==> src/rtl/app_stream_injector_if.sv <==
`default_nettype none
// ============================================================================
//  Module      : app_stream_injector_if
//  Description : Bundle of the injector's channel-side and NoC-side signals.
//                "master" is the side that feeds channels and returns credit.
//                "slave" is the injector itself.
//  Ports       : ch_valid_i/ch_ready_o/ch_data_i/ch_last_i/ch_start_i/ch_eoa_i
//                (per-channel input streams); tx_o/credit_i/data_o/grant_o/eoa_o
//                (single output flit port)
//  Revision    : 1.0 - initial release
// ============================================================================
interface app_stream_injector_if #(
    parameter int FLIT_SIZE = 32,
    parameter int NUM_CH    = 4
);
    localparam int GRANT_W = (NUM_CH > 1) ? $clog2(NUM_CH) : 1;

    logic [NUM_CH-1:0]           ch_valid_i;
    logic [NUM_CH-1:0]           ch_ready_o;
    logic [NUM_CH*FLIT_SIZE-1:0] ch_data_i;
    logic [NUM_CH-1:0]           ch_last_i;
    logic [NUM_CH*32-1:0]        ch_start_i;
    logic [NUM_CH-1:0]           ch_eoa_i;
    logic                        tx_o;
    logic                        credit_i;
    logic [FLIT_SIZE-1:0]        data_o;
    logic [GRANT_W-1:0]          grant_o;
    logic                        eoa_o;

    modport master (
        output ch_valid_i, ch_data_i, ch_last_i, ch_start_i, ch_eoa_i, credit_i,
        input  ch_ready_o, tx_o, data_o, grant_o, eoa_o
    );

    modport slave (
        input  ch_valid_i, ch_data_i, ch_last_i, ch_start_i, ch_eoa_i, credit_i,
        output ch_ready_o, tx_o, data_o, grant_o, eoa_o
    );
endinterface
`default_nettype wire

==> src/rtl/app_stream_injector.sv <==
`default_nettype none
// ============================================================================
//  Module      : app_stream_injector
//  Description : Multi-channel application injector. Buffers NUM_CH flit
//                streams in per-channel FIFOs, holds each channel until its
//                millisecond start time is reached, then forwards whole
//                packets round-robin onto one tx/credit flit port.
//                Optional macro INJECTOR_TIMESTAMP_EN prepends a flit holding
//                the millisecond count captured at grant to every packet.
//  Ports       : clk_i   - clock
//                rst_ni  - asynchronous active-low reset
//                bus     - app_stream_injector_if.slave (channel inputs,
//                          output flit port, grant and end-of-applications)
//  Revision    : 1.0 - initial release
// ============================================================================
module app_stream_injector #(
    parameter int FLIT_SIZE  = 32,
    parameter int NUM_CH     = 4,
    parameter int FIFO_DEPTH = 8,
    parameter int MS_DIV     = 100
) (
    input  logic                  clk_i,
    input  logic                  rst_ni,
    app_stream_injector_if.slave  bus
);
    localparam int GRANT_W = (NUM_CH > 1) ? $clog2(NUM_CH) : 1;
    localparam int PTR_W   = $clog2(FIFO_DEPTH);
    localparam int PS_W    = (MS_DIV > 1) ? $clog2(MS_DIV) : 1;
    localparam int ENTRY_W = FLIT_SIZE + 1;
    localparam logic [PTR_W:0]   FULL_CNT = (PTR_W + 1)'(FIFO_DEPTH);
    localparam logic [PS_W-1:0]  PS_LAST  = PS_W'(MS_DIV - 1);
    localparam logic [GRANT_W-1:0] RR_INIT = GRANT_W'(NUM_CH - 1);

    typedef enum logic [1:0] {
        S_IDLE   = 2'd0,
        S_STREAM = 2'd1
`ifdef INJECTOR_TIMESTAMP_EN
        , S_STAMP = 2'd2
`endif
    } state_t;

    // ------------------------------------------------------------------
    // Millisecond timebase; ms count saturates instead of wrapping so a
    // very late start time can never be released early.
    // ------------------------------------------------------------------
    logic [PS_W-1:0] r_ps;
    logic [31:0]     r_ms;

    always_ff @(posedge clk_i or negedge rst_ni) begin
        if (!rst_ni) begin
            r_ps <= '0;
            r_ms <= '0;
        end else if (r_ps == PS_LAST) begin
            r_ps <= '0;
            if (r_ms != 32'hFFFF_FFFF) begin
                r_ms <= r_ms + 32'd1;
            end
        end else begin
            r_ps <= r_ps + 1'b1;
        end
    end

    // ------------------------------------------------------------------
    // Per-channel FIFOs, entry = {last, data}
    // ------------------------------------------------------------------
    logic [NUM_CH-1:0]  w_push;
    logic [NUM_CH-1:0]  w_pop;
    logic [NUM_CH-1:0]  w_empty;
    logic [NUM_CH-1:0]  w_full;
    logic [NUM_CH-1:0]  w_elig;
    logic [ENTRY_W-1:0] w_head [NUM_CH];

    for (genvar c = 0; c < NUM_CH; c++) begin : g_ch
        logic [ENTRY_W-1:0] r_mem [FIFO_DEPTH];
        logic [PTR_W-1:0]   r_wr;
        logic [PTR_W-1:0]   r_rd;
        logic [PTR_W:0]     r_cnt;

        assign w_full[c]  = (r_cnt == FULL_CNT);
        assign w_empty[c] = (r_cnt == '0);
        // Ready depends only on the stored count: a full FIFO refuses a
        // push even in a cycle where the head is being popped.
        assign w_push[c]  = bus.ch_valid_i[c] && !w_full[c];
        assign w_head[c]  = r_mem[r_rd];
        assign w_elig[c]  = !w_empty[c] && (r_ms >= bus.ch_start_i[c*32 +: 32]);

        always_ff @(posedge clk_i) begin
            if (w_push[c]) begin
                r_mem[r_wr] <= {bus.ch_last_i[c], bus.ch_data_i[c*FLIT_SIZE +: FLIT_SIZE]};
            end
        end

        always_ff @(posedge clk_i or negedge rst_ni) begin
            if (!rst_ni) begin
                r_wr  <= '0;
                r_rd  <= '0;
                r_cnt <= '0;
            end else begin
                if (w_push[c]) begin
                    r_wr <= r_wr + 1'b1;
                end
                if (w_pop[c]) begin
                    r_rd <= r_rd + 1'b1;
                end
                case ({w_push[c], w_pop[c]})
                    2'b10:   r_cnt <= r_cnt + 1'b1;
                    2'b01:   r_cnt <= r_cnt - 1'b1;
                    default: r_cnt <= r_cnt;
                endcase
            end
        end
    end

    assign bus.ch_ready_o = ~w_full;

    // ------------------------------------------------------------------
    // Round-robin search starting just after the last packet's owner
    // ------------------------------------------------------------------
    logic               w_found;
    logic [GRANT_W-1:0] w_pick;
    logic [GRANT_W-1:0] w_cand;
    logic [GRANT_W-1:0] r_rr;

    always_comb begin
        w_found = 1'b0;
        w_pick  = '0;
        w_cand  = '0;
        for (int i = 1; i <= NUM_CH; i++) begin
            w_cand = GRANT_W'((int'(r_rr) + i) % NUM_CH);
            if (!w_found && w_elig[w_cand]) begin
                w_found = 1'b1;
                w_pick  = w_cand;
            end
        end
    end

    // ------------------------------------------------------------------
    // Packet FSM
    // ------------------------------------------------------------------
    state_t               r_state;
    state_t               w_state_d;
    logic [GRANT_W-1:0]   r_grant;
    logic [GRANT_W-1:0]   w_grant_d;
    logic [GRANT_W-1:0]   w_rr_d;
    logic [31:0]          r_stamp;
    logic [31:0]          w_stamp_d;
    logic                 w_tx;
    logic [FLIT_SIZE-1:0] w_data;
    logic [ENTRY_W-1:0]   w_head_g;
    logic                 r_eoa;

    assign w_head_g = w_head[r_grant];

    always_ff @(posedge clk_i or negedge rst_ni) begin
        if (!rst_ni) begin
            r_state <= S_IDLE;
            r_grant <= '0;
            r_rr    <= RR_INIT;
            r_stamp <= '0;
        end else begin
            r_state <= w_state_d;
            r_grant <= w_grant_d;
            r_rr    <= w_rr_d;
            r_stamp <= w_stamp_d;
        end
    end

    always_comb begin
        w_state_d = r_state;
        w_grant_d = r_grant;
        w_rr_d    = r_rr;
        w_stamp_d = r_stamp;
        w_tx      = 1'b0;
        w_data    = '0;
        w_pop     = '0;
        case (r_state)
            S_IDLE: begin
                if (w_found) begin
                    w_grant_d = w_pick;
                    w_stamp_d = r_ms;
`ifdef INJECTOR_TIMESTAMP_EN
                    w_state_d = S_STAMP;
`else
                    w_state_d = S_STREAM;
`endif
                end
            end
`ifdef INJECTOR_TIMESTAMP_EN
            S_STAMP: begin
                w_tx   = 1'b1;
                w_data = FLIT_SIZE'(r_stamp);
                if (bus.credit_i) begin
                    w_state_d = S_STREAM;
                end
            end
`endif
            S_STREAM: begin
                // Underflow gives a bubble, but the grant is kept so the
                // packet is never interleaved with another channel.
                w_tx = !w_empty[r_grant];
                if (w_tx) begin
                    w_data = w_head_g[FLIT_SIZE-1:0];
                    if (bus.credit_i) begin
                        w_pop[r_grant] = 1'b1;
                        if (w_head_g[FLIT_SIZE]) begin
                            w_rr_d    = r_grant;
                            w_state_d = S_IDLE;
                        end
                    end
                end
            end
            default: w_state_d = S_IDLE;
        endcase
    end

    // End-of-applications is sticky until reset
    always_ff @(posedge clk_i or negedge rst_ni) begin
        if (!rst_ni) begin
            r_eoa <= 1'b0;
        end else if ((&bus.ch_eoa_i) && (&w_empty) && (r_state == S_IDLE)) begin
            r_eoa <= 1'b1;
        end
    end

    assign bus.tx_o    = w_tx;
    assign bus.data_o  = w_data;
    assign bus.grant_o = r_grant;
    assign bus.eoa_o   = r_eoa;

endmodule
`default_nettype wire
==> src/flat_wrapper.sv <==
// flat-port wrapper written by rule: the top's interface ports become plain ports
module app_stream_injector_flat 
#(
    parameter int FLIT_SIZE  = 32,
    parameter int NUM_CH     = 4,
    parameter int FIFO_DEPTH = 8,
    parameter int MS_DIV     = 100
)
  (clk_i, rst_ni, bus_ch_valid_i, bus_ch_data_i, bus_ch_last_i, bus_ch_start_i, bus_ch_eoa_i, bus_credit_i, bus_ch_ready_o, bus_tx_o, bus_data_o, bus_grant_o, bus_eoa_o);
  app_stream_injector_if #(.FLIT_SIZE(FLIT_SIZE), .NUM_CH(NUM_CH)) bus_i ();
  input  logic clk_i;
  input  logic rst_ni;
  input wire logic [$bits(bus_i.ch_valid_i)-1:0] bus_ch_valid_i;
  input wire logic [$bits(bus_i.ch_data_i)-1:0] bus_ch_data_i;
  input wire logic [$bits(bus_i.ch_last_i)-1:0] bus_ch_last_i;
  input wire logic [$bits(bus_i.ch_start_i)-1:0] bus_ch_start_i;
  input wire logic [$bits(bus_i.ch_eoa_i)-1:0] bus_ch_eoa_i;
  input wire logic [$bits(bus_i.credit_i)-1:0] bus_credit_i;
  output wire logic [$bits(bus_i.ch_ready_o)-1:0] bus_ch_ready_o;
  output wire logic [$bits(bus_i.tx_o)-1:0] bus_tx_o;
  output wire logic [$bits(bus_i.data_o)-1:0] bus_data_o;
  output wire logic [$bits(bus_i.grant_o)-1:0] bus_grant_o;
  output wire logic [$bits(bus_i.eoa_o)-1:0] bus_eoa_o;
  assign bus_i.ch_valid_i = bus_ch_valid_i;
  assign bus_i.ch_data_i = bus_ch_data_i;
  assign bus_i.ch_last_i = bus_ch_last_i;
  assign bus_i.ch_start_i = bus_ch_start_i;
  assign bus_i.ch_eoa_i = bus_ch_eoa_i;
  assign bus_i.credit_i = bus_credit_i;
  assign bus_ch_ready_o = bus_i.ch_ready_o;
  assign bus_tx_o = bus_i.tx_o;
  assign bus_data_o = bus_i.data_o;
  assign bus_grant_o = bus_i.grant_o;
  assign bus_eoa_o = bus_i.eoa_o;
  app_stream_injector #(.FLIT_SIZE(FLIT_SIZE), .NUM_CH(NUM_CH), .FIFO_DEPTH(FIFO_DEPTH), .MS_DIV(MS_DIV)) u_core (.clk_i(clk_i), .rst_ni(rst_ni), .bus(bus_i));
endmodule
==> config.mk <==
export PLATFORM = sky130hd
export DESIGN_NAME = app_stream_injector_flat
export DESIGN_NICKNAME = d
export VERILOG_FILES = /design/src/rtl/app_stream_injector_if.sv /design/src/rtl/app_stream_injector.sv /design/src/flat_wrapper.sv
export SDC_FILE = /design/constraint.sdc
export NUM_CORES = 1
export LEC_CHECK = 0
export ABC_AREA = 0
export CAP_MARGIN = 20
export CORE_MARGIN = 2
export CORE_UTILIZATION = 25
export DETAILED_ROUTE_END_ITERATION = 10
export DONT_BUFFER_PORTS = 1
export SKIP_LAST_GASP = 1
export SLEW_MARGIN = 20
export SYNTH_ARGS = -nofsm -noshare
export SYNTH_HDL_FRONTEND = slang
export SYNTH_SLANG_ARGS = --single-unit
==> constraint.sdc <==
create_clock -name clk_i -period 6.2 [get_ports clk_i]
set_input_delay 0.31 -clock clk_i [delete_from_list [all_inputs] [get_ports clk_i]]
set_output_delay 0.31 -clock clk_i [all_outputs]
set_load 0.02 [all_outputs]
# After elaboration in Yosys (flattened, before gate mapping)
# Memories as Yosys holds them, arrays and structs flattened.
# Cells that the tools add are included.
# W data, S select, Z words.
# word_totals
reg_bits,86
latchBits,0
ram_bits,1056
mem_bits_ro,0
output_inout_bits,40
elab_cells,165
mem_count,4
# op_classes
n_addsub,22
multipliers,0
div_mod_pow,0
order_cmp,11
eq_ne,19
shifts,0
muxes,47
n_bitwise,3
n_reduce_logical,41
# memory_table
name,words,word_bits,rd,rd_ports_with_merged_regs,wr,line,text
u_core.g_ch[0].r_mem,8,33,1,0,1,app_stream_injector.sv:74,logic [ENTRY_W-1:0] r_mem [FIFO_DEPTH];
u_core.g_ch[1].r_mem,8,33,1,0,1,app_stream_injector.sv:74,
u_core.g_ch[2].r_mem,8,33,1,0,1,app_stream_injector.sv:74,
u_core.g_ch[3].r_mem,8,33,1,0,1,app_stream_injector.sv:74,
# op_table
op,n
$ge A32 B32 Y1,4
$bmux W33 S2,1
$mux W33,2
$mux W32,2
$add A32 B1 Y32 const B,1
$ne A32 B32 Y1 const B,1
$pmux W4 S2,4
$add A3 B1 Y3 const B,8
$mux W1,19
$add A4 B1 Y4 const B,4
$eq A4 B4 Y1 const B,4
$logic_not A4 Y1,4
$mux W2,8
$reduce_and A4 Y1,4
$sub A4 B1 Y4 const B,4
$lt A2 B3 Y1 const B,5
$logic_and A1 B1 Y1,14
$logic_not A1 Y1,12
$mux W4,3
$bmux W1 S2,5
$eq A2 B1 Y1 const B,5
$eq A2 B2 Y1 const B,4
$reduce_bool A2 Y1,4
$add A7 B1 Y7 const B,1
other kinds (15),20

# Depth between registers and ports, before layout
# Gate-level depths: netlist (run 1).
# depth
ltp_word,17
mapped_depth,13
mapped_depth_nobuf,13

# Worst setup path after synthesis (run 1)
# Ideal clock, no wire load.
# synth_path
path_kind,register to register
from,register u_core.g_ch[0].r_cnt[0]
to,"memory u_core.g_ch[0].r_mem[0][0] in the netlist's numbering, enable pin"
setup_ps,506
arrival_time_ps,4081
path_slack_ps,1613
path_stages_with_launch,5
n_path_buf,0
period_less_slack_ps,4587
path_cell_list,dfrtp_1 nor3_1 nand2_1 nand2_1 nor4_1
# synth_between
elab_chain_cells,5
# synth_lines
element,line,text
"start, declared",app_stream_injector.sv:77,logic [PTR_W:0] r_cnt;
"start signal, assigned",app_stream_injector.sv:106,2'b10: r_cnt <= r_cnt + 1'b1;
"start signal, assigned",app_stream_injector.sv:107,2'b01: r_cnt <= r_cnt - 1'b1;
"start signal, assigned",app_stream_injector.sv:108,default: r_cnt <= r_cnt;
$eq A4 B4 Y1,app_stream_injector.sv:79,assign w_full[c] = (r_cnt == FULL_CNT);
$logic_not A1 Y1,app_stream_injector.sv:83,assign w_push[c] = bus.ch_valid_i[c] && !w_full[c];
$logic_and A1 B1 Y1,app_stream_injector.sv:83,
$mux W1,app_stream_injector.sv:88,if (w_push[c]) begin
$mux W1 (not written as such),app_stream_injector.sv:89,"r_mem[r_wr] <= {bus.ch_last_i[c], bus.ch_data_i[c*FLIT_SIZE +: FLIT_SIZE]};"
"end, declared",app_stream_injector.sv:74,
# Every way passes these cells.

# Worst setup path after layout (run 1)
# layout_path
from,register u_core.g_ch[0].r_rd[0]
to,output port bus_data_o[2]
# layout_between
elab_chain_cells,6
# layout_lines
element,line,text
"start, declared",app_stream_injector.sv:76,logic [PTR_W-1:0] r_rd;
"start signal, assigned",app_stream_injector.sv:103,r_rd <= r_rd + 1'b1;
$mem_v2 Z8 W33,-,
$bmux W33 S2,app_stream_injector.sv:152,assign w_head_g = w_head[r_grant];
$mux W33 (not written as such) (2 in a row),app_stream_injector.sv:152,
$mux W32,app_stream_injector.sv:201,if (w_tx) begin
$mux W32,app_stream_injector.sv:176,case (r_state)
"end, declared",flat_wrapper.sv:21,output wire logic [$bits(bus_i.data_o)-1:0] bus_data_o;
# Every way passes these cells. The select of a mux whose other input is x is not followed.

==> results of run 1 <==
==> registers in the layout (all words and copies together), names as in the netlist <==
register,flops
u_core.g_ch.r_cnt,16
u_core.r_ps,7
u_core.r_ms,32
u_core.r_state,1
u_core.bus.grant_o,2
u_core.g_ch.r_mem,1056
u_core.g_ch.r_rd,12
u_core.r_rr,2
u_core.bus.eoa_o,1
u_core.g_ch.r_wr,12
==> area by class of cell <==
type / count / share of cell area, %
flip-flops and latches: 1141 / 60.0
clock buffers: 160 / 5.69
repair buffers: 189 / 3.23
well taps: 2511 / 5.56
inverters: 146 / 0.971
multi-input cells: 1098 / 23.4
clock inverters: 56 / 1.10
diodes: 18 / 0.0798
==> layout by cell type, fill, tap and decap left out, types with 11 or more instances in the layout <==
cell,Yosys,final
edfxtp_1,1056,1056
mux4_2,298,298
ha_1,150,150
inv_1,145,145
dlygate4sd3_1,0,138
mux2i_1,132,132
clkbuf_16,0,122
nand2_1,88,88
dfrtp_1,83,69
nor2_1,74,56
a21oi_1,51,51
buf_4,0,47
xnor2_1,39,39
clkbuf_1,30,36
nand3_1,28,28
xor2_1,25,25
o21ai_0,25,25
nand4_1,24,24
nor3_1,35,23
clkinv_1,0,21
diode_2,0,18
nor2_4,0,18
nor3_2,1,13
nand2b_1,13,13
a21o_1,13,13
a221oi_1,11,11
clkinv_2,0,11
==> worst reg2reg max path: cells and delay by family, from the launching register on <==
kind	cells	cell delay, ps
xor gates and xnor gates	2	280
and+or+nand+nor	4	390
buffers and inverters	2	630
muxes	1	630
AOI/OAI and AO/OA	2	340
DFF	1	980
adders and majority gates	2	610
==> power breakdown <==
group          internal, mW  total (mW)  switching (mW)
logic                 0.643        2.04            1.39
clock network          3.95        6.96            3.01
registers              9.58        9.90           0.323
total                  14.2        18.9            4.73
==> metrics by stage <==
step | hold WS (ps) | power, mW | instance area [um^2]
floorplan | 14.4 | 11.1 | 47800
global placement | 33.5 | 11.9 | 51100
detailed placement | 33.3 | 12.0 | 51100
CTS | 25.0 | 19.2 | 56400
global route | 74.4 | 19.6 | 56400
finish | 83.5 | 18.9 | 56500
==> metal layers <==
layer,global-route usage (%),share of wire [%],up-vias
met1,15.9,40,12500
met4,3.96,3.5,26
met2,23.2,52,693
li1,-,-,10500
met3,2.35,4.8,268
met5,0,0.11,-
==> logic make-up (layout without fill, tap and decap cells) <==
logic type | after synthesis | count (layout) | synth area share, %
fa+ha+maj | 154 | 154 | 4.10
other cells | 0 | 18 | 0
flops | 1141 | 1141 | 70.9
mux | 441 | 441 | 17.1
xor+xnor | 64 | 64 | 1.17
simple gates | 311 | 311 | 3.18
buf+inv | 236 | 551 | 1.96
compound gates | 128 | 128 | 1.65
==> final timing paths <==
| kind | start | end | slack, ps |
|---|---|---|---|
| worst max-delay path | u_core.g_ch[0].r_rd[0] | bus_data_o[2] | 1830 |
| worst min-delay path | bus_credit_i | u_core.g_ch[2].r_rd[0] | 80 |
| worst max register to register | u_core.bus.grant_o[0] | u_core.g_ch[0].r_cnt[3] | 2220 |
| worst min register to register | u_core.r_ps[0] | u_core.r_ps[0] | 480 |
| max in group asynchronous | rst_ni | u_core.g_ch[1].r_rd[0] | 5430 |
| min in group asynchronous | rst_ni | u_core.r_ms[14] | 240 |
==> timing repair <==
item | 4_1_cts | 5_1_grt
hold endpoints to repair | 1156 | 0
gates resized for setup | 0 | 0
hold buffers | 139 | 0
==> flow_summary_export.csv, run 1 <==
group,metric,value,unit
status,outcome,"finished, final reports clean",
global_route,gr-usage-all-layers,13.0,%
synthesis,synth_area_leader_cell,"edfxtp_1",
timing,finalClockSkew,45.7,ps
worst_setup_path,critical_path.most_common_cell,"mux4_2",
cells_and_area,utilization,29.7,%
hold_path,hp_class,"in2reg",
floorplanning,die-width,441,um
timing,timing.setup.tns,0,ps
synthesis,synth_area_per_cell,19.3,um^2
timing,max-slew-margin-rel,23.2,%
synthesis,postSynthRegisterBits,1141,
global_route,grt_start_max_net_pins,86,
detailed_routing,first_pass_iters,5,
synthesis,synth-seq-area-share,70.9,%
power,ir_drop,0.000218,V
timing,time_the_final_worst_path_needs_with_i_o_delays_and_setup,4370,ps
timing,final_max_slew_viol_count,0,
synthesis,synthesis.nets,2900,
power,power-per-cell-area,335,nW/um^2
detailed_routing,detail_route.wl_per_cell,24.3,um
synthesis,synth_commonest_cells,"edfxtp_1, mux4_2, ha_1",
cells_and_area,seqCellArea,33900,um^2
timing,rsz0062_at_grt,"false",
timing,postLayoutSetupSlackWorst,1830,ps
synthesis,most_used_standard_cell_by_instance_count_after_synthesis,"edfxtp_1",
power,static-leakage-power,18.3,nW
cells_and_area,total_area_of_multi_input_combinational_cells,13200,um^2
floorplanning,placeableCoreArea,190000,um^2
place,globalplace.congestion,0.790,
timing,timing.fmax,0.229,GHz
synthesis,synthCells,2475,
detailed_routing,remaining_drc_errors,0,
detailed_routing,final_antenna_net_count,0,
cts,post_cts.repair.setup_buffers,0,
cells_and_area,fill_cells,18400,
timing,final_min_period_over_clock_period,70.5,%
global_route,antenna_found_initial,84,
synthesis,number_of_enable_flip_flop_cells_after_synthesis,1056,
floorplanning,dieArea,195000,um^2
cells_and_area,layout.cells.non_filler,5319,
worst_setup_path,crit_chain,"buf_4, mux4_2, mux2i_1, mux4_2, nor2_1",
global_route,first_global_vias,24300,
worst_setup_path,critical_path.max_fanout,38,
cts,clk_latency,760,ps
global_route,grt_pass1_wl,181000,um
floorplanning,rows,160,
detailed_routing,violation_count_after_the_first_detailed_route_iteration,1982,
cts,clock-sinks,1141,
worst_setup_path,ff2ff_path_depth,13,
synthesis,post_synth_num_cell_types,55,
cts,h-tree-depth,3,
synthesis,synthDominantCellAreaShare,66.4,%
cells_and_area,drive_above_1_share,20.6,%
cts,cts_tree,"yes",
worst_setup_path,critPathSlowestCell,"dfrtp_4",
place,pre_cts_ws,2110,ps
timing,finalSetupViolations,0,
place,post-dp-hpwl,85600,um
cts,largest_buffer_count_on_any_clock_path,3,
worst_setup_path,cp_num_cells,5,
cts,cts_inserted_buffers,121,
synthesis,cell_types_with_the_largest_area_share_after_synthesis,"edfxtp_1, mux4_2, dfrtp_1",
run,maxCapViolations,0,
synthesis,synth_area,47800,um^2
global_route,gr-total-overflow,0,
detailed_routing,detailroute.via_count,23900,
hold_path,holdPathStages,4,
cts,cts_root_buffer,"clkbuf_16",
detailed_routing,route.detailed.vias_per_inst,4.50,
synthesis,ys.flop_type,"edfxtp_1",
worst_setup_path,worst_path_dominant_cell_family,"multiplexers",
cells_and_area,nNetsFinal,3122,
floorplanning,ioPinCount,311,
floorplanning,start_util,25.1,%
cts,cts.reportedPaths.clkPinSlew,60,ps
timing,final_hold_viol_count,0,
floorplanning,die_h,441,um
worst_setup_path,timing.critical_path.to_type,"output port",
worst_setup_path,timing.critical_path.slowest_cell_delay,940,ps
detailed_routing,total_length_of_routed_wires,129000,um
synthesis,yosysWarnings,0,
place,io_buffers,0,
place,placedCellCount,4943,
worst_setup_path,path_buf_inv,1,
cells_and_area,area_growth_syn_to_layout,18.2,%
worst_setup_path,critical_path.startpoint_type,"register",
worst_setup_path,path_class,"reg2out",
worst_setup_path,worst_ep_arrival_time,4060,ps
synthesis,asyncSetResetFlopFracSynth,7.45,%
timing,tightestPinTransition,1140,ps
worst_setup_path,required,5890,ps
No activity file was read; power rests on OpenSTA's default activity.
==> run 2, diff against run 1 <==
clock period = 3.8 ns   (was 6.2 ns; I/O delays follow)
==> run 2 against run 1 <==
  * Non-clock buffer count is 67 higher
  * Final area up 1.2%
  * Critical path depth grew 1
  * Largest cell class unchanged
  * Largest power group unchanged
==> flow_summary_export.csv, run 2 (synthesized netlist as in run 1, its figures left out) <==
group,metric,value,unit
cells_and_area,area_growth_syn_to_layout,19.7,%
global_route,first_global_vias,24300,
worst_setup_path,ff2ff_path_depth,12,
floorplanning,placeableCoreArea,190000,um^2
detailed_routing,detail_route.wl_per_cell,24.3,um
floorplanning,dieArea,195000,um^2
place,pre_cts_ws,437,ps
worst_setup_path,timing.critical_path.to_type,"output port",
place,io_buffers,0,
worst_setup_path,crit-reg2reg-launch,"u_core.g_ch[3].r_cnt[1]",
cells_and_area,biggestRegsByFlops,"u_core.g_ch.r_mem x1056, u_core.r_ms x32, u_core.g_ch.r_cnt x16",
floorplanning,start_util,25.1,%
worst_setup_path,critical_path.startpoint_type,"register",
timing,finalSetupViolations,0,
detailed_routing,violation_count_after_the_first_detailed_route_iteration,1872,
cells_and_area,final_cell_mix,"edfxtp_1, mux4_2, ha_1, inv_1, dlygate4sd3_1",
timing,timing.fmax,0.280,GHz
cts,cts_tree,"yes",
worst_setup_path,critical_path.max_fanout,16,
cts,cts.reportedPaths.clkPinSlew,60,ps
timing,final_hold_viol_count,0,
hold_path,hp_class,"in2async",
place,post-dp-hpwl,88200,um
cells_and_area,nNetsFinal,3186,
cells_and_area,layout.cells.most_common,"edfxtp_1",
worst_setup_path,required,3610,ps
floorplanning,rows,160,
cells_and_area,total_area_of_multi_input_combinational_cells,13200,um^2
global_route,grt_start_max_net_pins,86,
worst_setup_path,critical_path.reg2reg.endpoint,"u_core.g_ch[1].r_cnt[3]",
power,power-per-cell-area,542,nW/um^2
timing,max-slew-margin-rel,37.1,%
timing,time_the_final_worst_path_needs_with_i_o_delays_and_setup,3580,ps
cells_and_area,max_ffs_per_register,1056,
detailed_routing,final_antenna_net_count,0,
detailed_routing,total_length_of_routed_wires,131000,um
place,globalplace.congestion,0.790,
cts,h-tree-depth,3,
global_route,antenna_found_initial,57,
detailed_routing,detailroute.via_count,24000,
timing,rsz0062_at_grt,"false",
cells_and_area,utilization,30.1,%
floorplanning,die-width,441,um
cts,clock-sinks,1141,
cells_and_area,fill_cells,18400,
global_route,gr-total-overflow,0,
detailed_routing,remaining_drc_errors,0,
timing,tightestPinTransition,944,ps
timing,postLayoutSetupSlackWorst,224,ps
run,maxCapViolations,0,
cts,largest_buffer_count_on_any_clock_path,3,
timing,timing.setup.tns,0,ps
cells_and_area,drive_above_1_share,22.8,%
detailed_routing,route.detailed.vias_per_inst,4.46,
worst_setup_path,path_class,"reg2out",
timing,final_min_period_over_clock_period,94.1,%
cts,clk_latency,800,ps
global_route,grt_pass1_wl,183000,um
timing,final_max_slew_viol_count,0,
cts,cts_root_buffer,"clkbuf_16",
place,dpl-instance-area,51800,um^2
cells_and_area,top_register,"u_core.g_ch.r_mem",
cells_and_area,seqCellArea,33900,um^2
cells_and_area,design_area,57200,um^2
floorplanning,ioPinCount,311,
floorplanning,die_h,441,um
power,power,31.0,mW
status,outcome,"finished, final reports clean",
global_route,gr-usage-all-layers,13.2,%
timing,finalClockSkew,84.0,ps
power,static-leakage-power,18.7,nW
power,ir_drop,0.000538,V
cts,cts_inserted_buffers,118,
worst_setup_path,worst_ep_arrival_time,3390,ps
detailed_routing,first_pass_iters,5,
worst_setup_path,r2r_setup_slack,450,ps
## run 2: layout make-up
type	count	area share (%)
diodes	14	0.0613
clock buffers	141	5.35
clock inverters	75	1.38
inverters	146	0.959
multi-input cells	1098	23.1
flip-flops and latches	1141	59.3
well taps	2511	5.50
repair buffers	256	4.36
## run 2: critical path, cell delays in order (launching register included)
cell,delay (ps)
dfrtp_2,520
buf_4,290
buf_4,300
mux4_2,240
mux2i_1,210
mux4_2,560
nor2_1,510
## run 2: where the power goes
part           switching, mW  internal (mW)  total, mW
Sequential             0.550           15.6       16.2
Combinational           2.32           1.10       3.42
Clock                   5.01           6.39       11.4
Total                   7.88           23.1       31.0
## run 2: routing by layer
layer | routed length [um] | track usage, %
met1 | 52100 | 16.0
met2 | 68000 | 23.3
met3 | 6070 | 2.44
met4 | 4610 | 5.09
met5 | 214 | 0
## run 2: worst max path at each step
stage | from | to | cells past startpoint
6_report | u_core.g_ch[3].r_rd[1] | bus_data_o[25] | 6
5_1_grt | u_core.g_ch[3].r_rd[1] | bus_data_o[29] | 7
4_1_cts | u_core.g_ch[3].r_rd[1] | bus_data_o[25] | 6
3_5_place_dp | u_core.g_ch[0].r_cnt[1] | u_core.g_ch[1].r_cnt[3] | 12
3_3_place_gp | u_core.g_ch[2].r_cnt[1] | u_core.g_ch[1].r_cnt[3] | 12
2_1_floorplan | u_core.g_ch[0].r_cnt[0] | u_core.g_ch[0].r_mem[2][0] | 4
## run 2: stage by stage
| stage | cells | hold slack (ps) |
|---|---|---|
| 2_1_floorplan | 2475 | -106 |
| 3_3_place_gp | 5010 | -89.6 |
| 3_5_place_dp | 5010 | -89.7 |
| 4_1_cts | 5368 | 34.2 |
| 5_1_grt | 5381 | 85.3 |
| 6_report | 5382 | 70.2 |
## run 2: what timing repair did
item	CTS	global route
hold buffers	141	0
hold endpoints to repair	1168	0
setup endpoints to repair	2	1
gates cloned	0	0
buffers inserted	1	0
resized for setup	0	1
==> run 3, diff against run 2 <==
REMOVE_ABC_BUFFERS = 1   (was unset)
==> run 3 against run 2 <==
  * Sequential power hardly changed
  * Critical path depth is 1 higher
  * Total power is 0.71% higher
  * Clock power about the same
  * Maximum frequency is essentially flat
  * Die area did not move
  * Utilization is 0.074 points higher
  * Routed wire length down 2.3%
  * Final area grew 0.25%
  * Clock-buffer cell count fell by 10
  * Highest routed layer unchanged
==> flow_summary_export.csv, run 3 (synthesized netlist as in run 1, its figures left out) <==
group,metric,value,unit
place,io_buffers,0,
cells_and_area,fill_cells,18300,
global_route,first_global_vias,24400,
timing,fin_hold_ws,35.8,ps
detailed_routing,final_antenna_net_count,0,
detailed_routing,detail_route.wl_per_cell,23.7,um
timing,finalClockSkew,37.7,ps
floorplanning,ioPinCount,311,
detailed_routing,detailroute.via_count,23900,
cts,cts_tree,"yes",
global_route,grt_pass1_wl,180000,um
detailed_routing,remaining_drc_errors,0,
cells_and_area,drive_above_1_share,23.1,%
power,ir_drop,0.000421,V
run,maxCapViolations,0,
worst_setup_path,path_class,"reg2out",
floorplanning,placeableCoreArea,190000,um^2
global_route,gr-usage-all-layers,12.9,%
place,globalplace.congestion,0.778,
global_route,gr-total-overflow,0,
worst_setup_path,critical_path.max_fanout,22,
cts,cts_root_buffer,"clkbuf_16",
detailed_routing,violation_count_after_the_first_detailed_route_iteration,1713,
cells_and_area,nNetsFinal,3195,
cells_and_area,area_growth_syn_to_layout,20.0,%
hold_path,hp_class,"in2reg",
timing,max-slew-margin-rel,47.5,%
hold_path,holdPathStages,3,
floorplanning,rows,160,
floorplanning,dieArea,195000,um^2
cts,cts-resized-gates,0,
cts,clock-sinks,1141,
floorplanning,die_h,441,um
cells_and_area,layout.cells.most_common,"edfxtp_1",
timing,final_min_period_over_clock_period,94.1,%
timing,final_hold_viol_count,0,
timing,tightestPinTransition,788,ps
floorplanning,start_util,25.1,%
global_route,grt_start_max_net_pins,86,
cts,h-tree-depth,3,
place,post-dp-hpwl,86500,um
cells_and_area,final_cell_mix,"edfxtp_1, mux4_2, ha_1, inv_1, dlygate4sd3_1",
worst_setup_path,timing.critical_path.to_type,"output port",
cts,largest_buffer_count_on_any_clock_path,3,
cells_and_area,utilization,30.2,%
timing,timing.fmax,0.280,GHz
worst_setup_path,ff2ff_path_depth,11,
cts,cts.reportedPaths.clkPinSlew,60,ps
worst_setup_path,critical_path.startpoint_type,"register",
cells_and_area,biggestRegsByFlops,"u_core.g_ch.r_mem x1056, u_core.r_ms x32, u_core.g_ch.r_cnt x16",
detailed_routing,total_length_of_routed_wires,128000,um
cells_and_area,top_register,"u_core.g_ch.r_mem",
timing,final_max_slew_viol_count,0,
cells_and_area,max_ffs_per_register,1056,
floorplanning,die-width,441,um
timing,time_the_final_worst_path_needs_with_i_o_delays_and_setup,3570,ps
global_route,antenna_found_initial,61,
power,power-per-cell-area,545,nW/um^2
detailed_routing,route.detailed.vias_per_inst,4.43,
status,outcome,"finished, final reports clean",
cts,clk_latency,750,ps
cts,cts_inserted_buffers,115,
worst_setup_path,worst_ep_arrival_time,3380,ps
timing,rsz0062_at_grt,"false",
detailed_routing,first_pass_iters,5,
power,static-leakage-power,18.8,nW
timing,finalSetupViolations,0,
worst_setup_path,required,3610,ps
[run 3: cell count changes in the layout (fill, tap and decap cells not counted), sizes merged]
cell	previous run	this run
buf	116	128
clkbuf	141	131
diode	14	19
bufinv	9	17
[run 3: final timing paths]
kind                                          from                       to  slack, ps
min                                bus_ch_eoa_i[0]         u_core.bus.eoa_o         40
max in group asynchronous                   rst_ni   u_core.g_ch[2].r_wr[2]       3210
max                         u_core.g_ch[2].r_rd[0]           bus_data_o[27]        230
min reg2reg                         u_core.r_ps[0]           u_core.r_ps[0]        490
min in group asynchronous                   rst_ni   u_core.g_ch[0].r_wr[2]        190
max reg2reg                u_core.g_ch[2].r_cnt[1]  u_core.g_ch[3].r_cnt[3]        530
[run 3: what timing repair did]
item | CTS | global route
hold buffers | 140 | 1
endpoints found under the setup margin | 0 | 1
hold endpoints to repair | 1167 | 1
buffers inserted | 0 | 9
[run 3: power by group]
group / internal [mW] / switching (mW) / leakage, nW
registers: 15.6 / 0.520 / 10.7
clock network: 6.80 / 4.87 / 1.92
logic: 1.12 / 2.28 / 6.25
[run 3: per-stage QoR]
| step | setup TNS [ps] | instances | power, mW | setup slack (ps) | cell area [um^2] |
|---|---|---|---|---|---|
| floorplan | -74510 | 2385 | 18.1 | -787 | 47400 |
| global placement | 0 | 5014 | 19.5 | 579 | 51800 |
| detailed placement | 0 | 5014 | 19.6 | 546 | 51800 |
| CTS | 0 | 5368 | 31.7 | 34.5 | 57200 |
| global route | 0 | 5393 | 32.4 | 25.4 | 57300 |
| finish | 0 | 5397 | 31.2 | 226 | 57300 |
[run 3: final cells by class]
cell class | count | area [um^2] | area share [%]
Clock inverter | 83 | 965 | 1.68
Clock buffer | 131 | 2980 | 5.20
Antenna cell | 19 | 47.5 | 0.0830
Inverter | 146 | 548 | 0.956
Sequential cell | 1141 | 33900 | 59.1
Tap cell | 2511 | 3140 | 5.48
Multi-Input combinational cell | 1098 | 13200 | 23.0
Timing Repair Buffer | 268 | 2560 | 4.46
[run 3: routing by layer]
metal / wire length [um] / part of all wire (%) / track usage [%] / vias up
li1: - / - / - / 10600
met1: 51400 / 40 / 15.8 / 12400
met2: 66600 / 52 / 23.1 / 601
met3: 5270 / 4.1 / 2.02 / 239
met4: 4520 / 3.5 / 4.50 / 28
met5: 184 / 0.14 / 0 / -
[run 3: worst max-delay path, stage by stage (launching register included)]
cell,delay [ps]
dfrtp_4,720
buf_4,420
buf_4,230
mux4_2,220
mux2i_1,60
buf_4,190
mux4_2,490
nor2_1,320
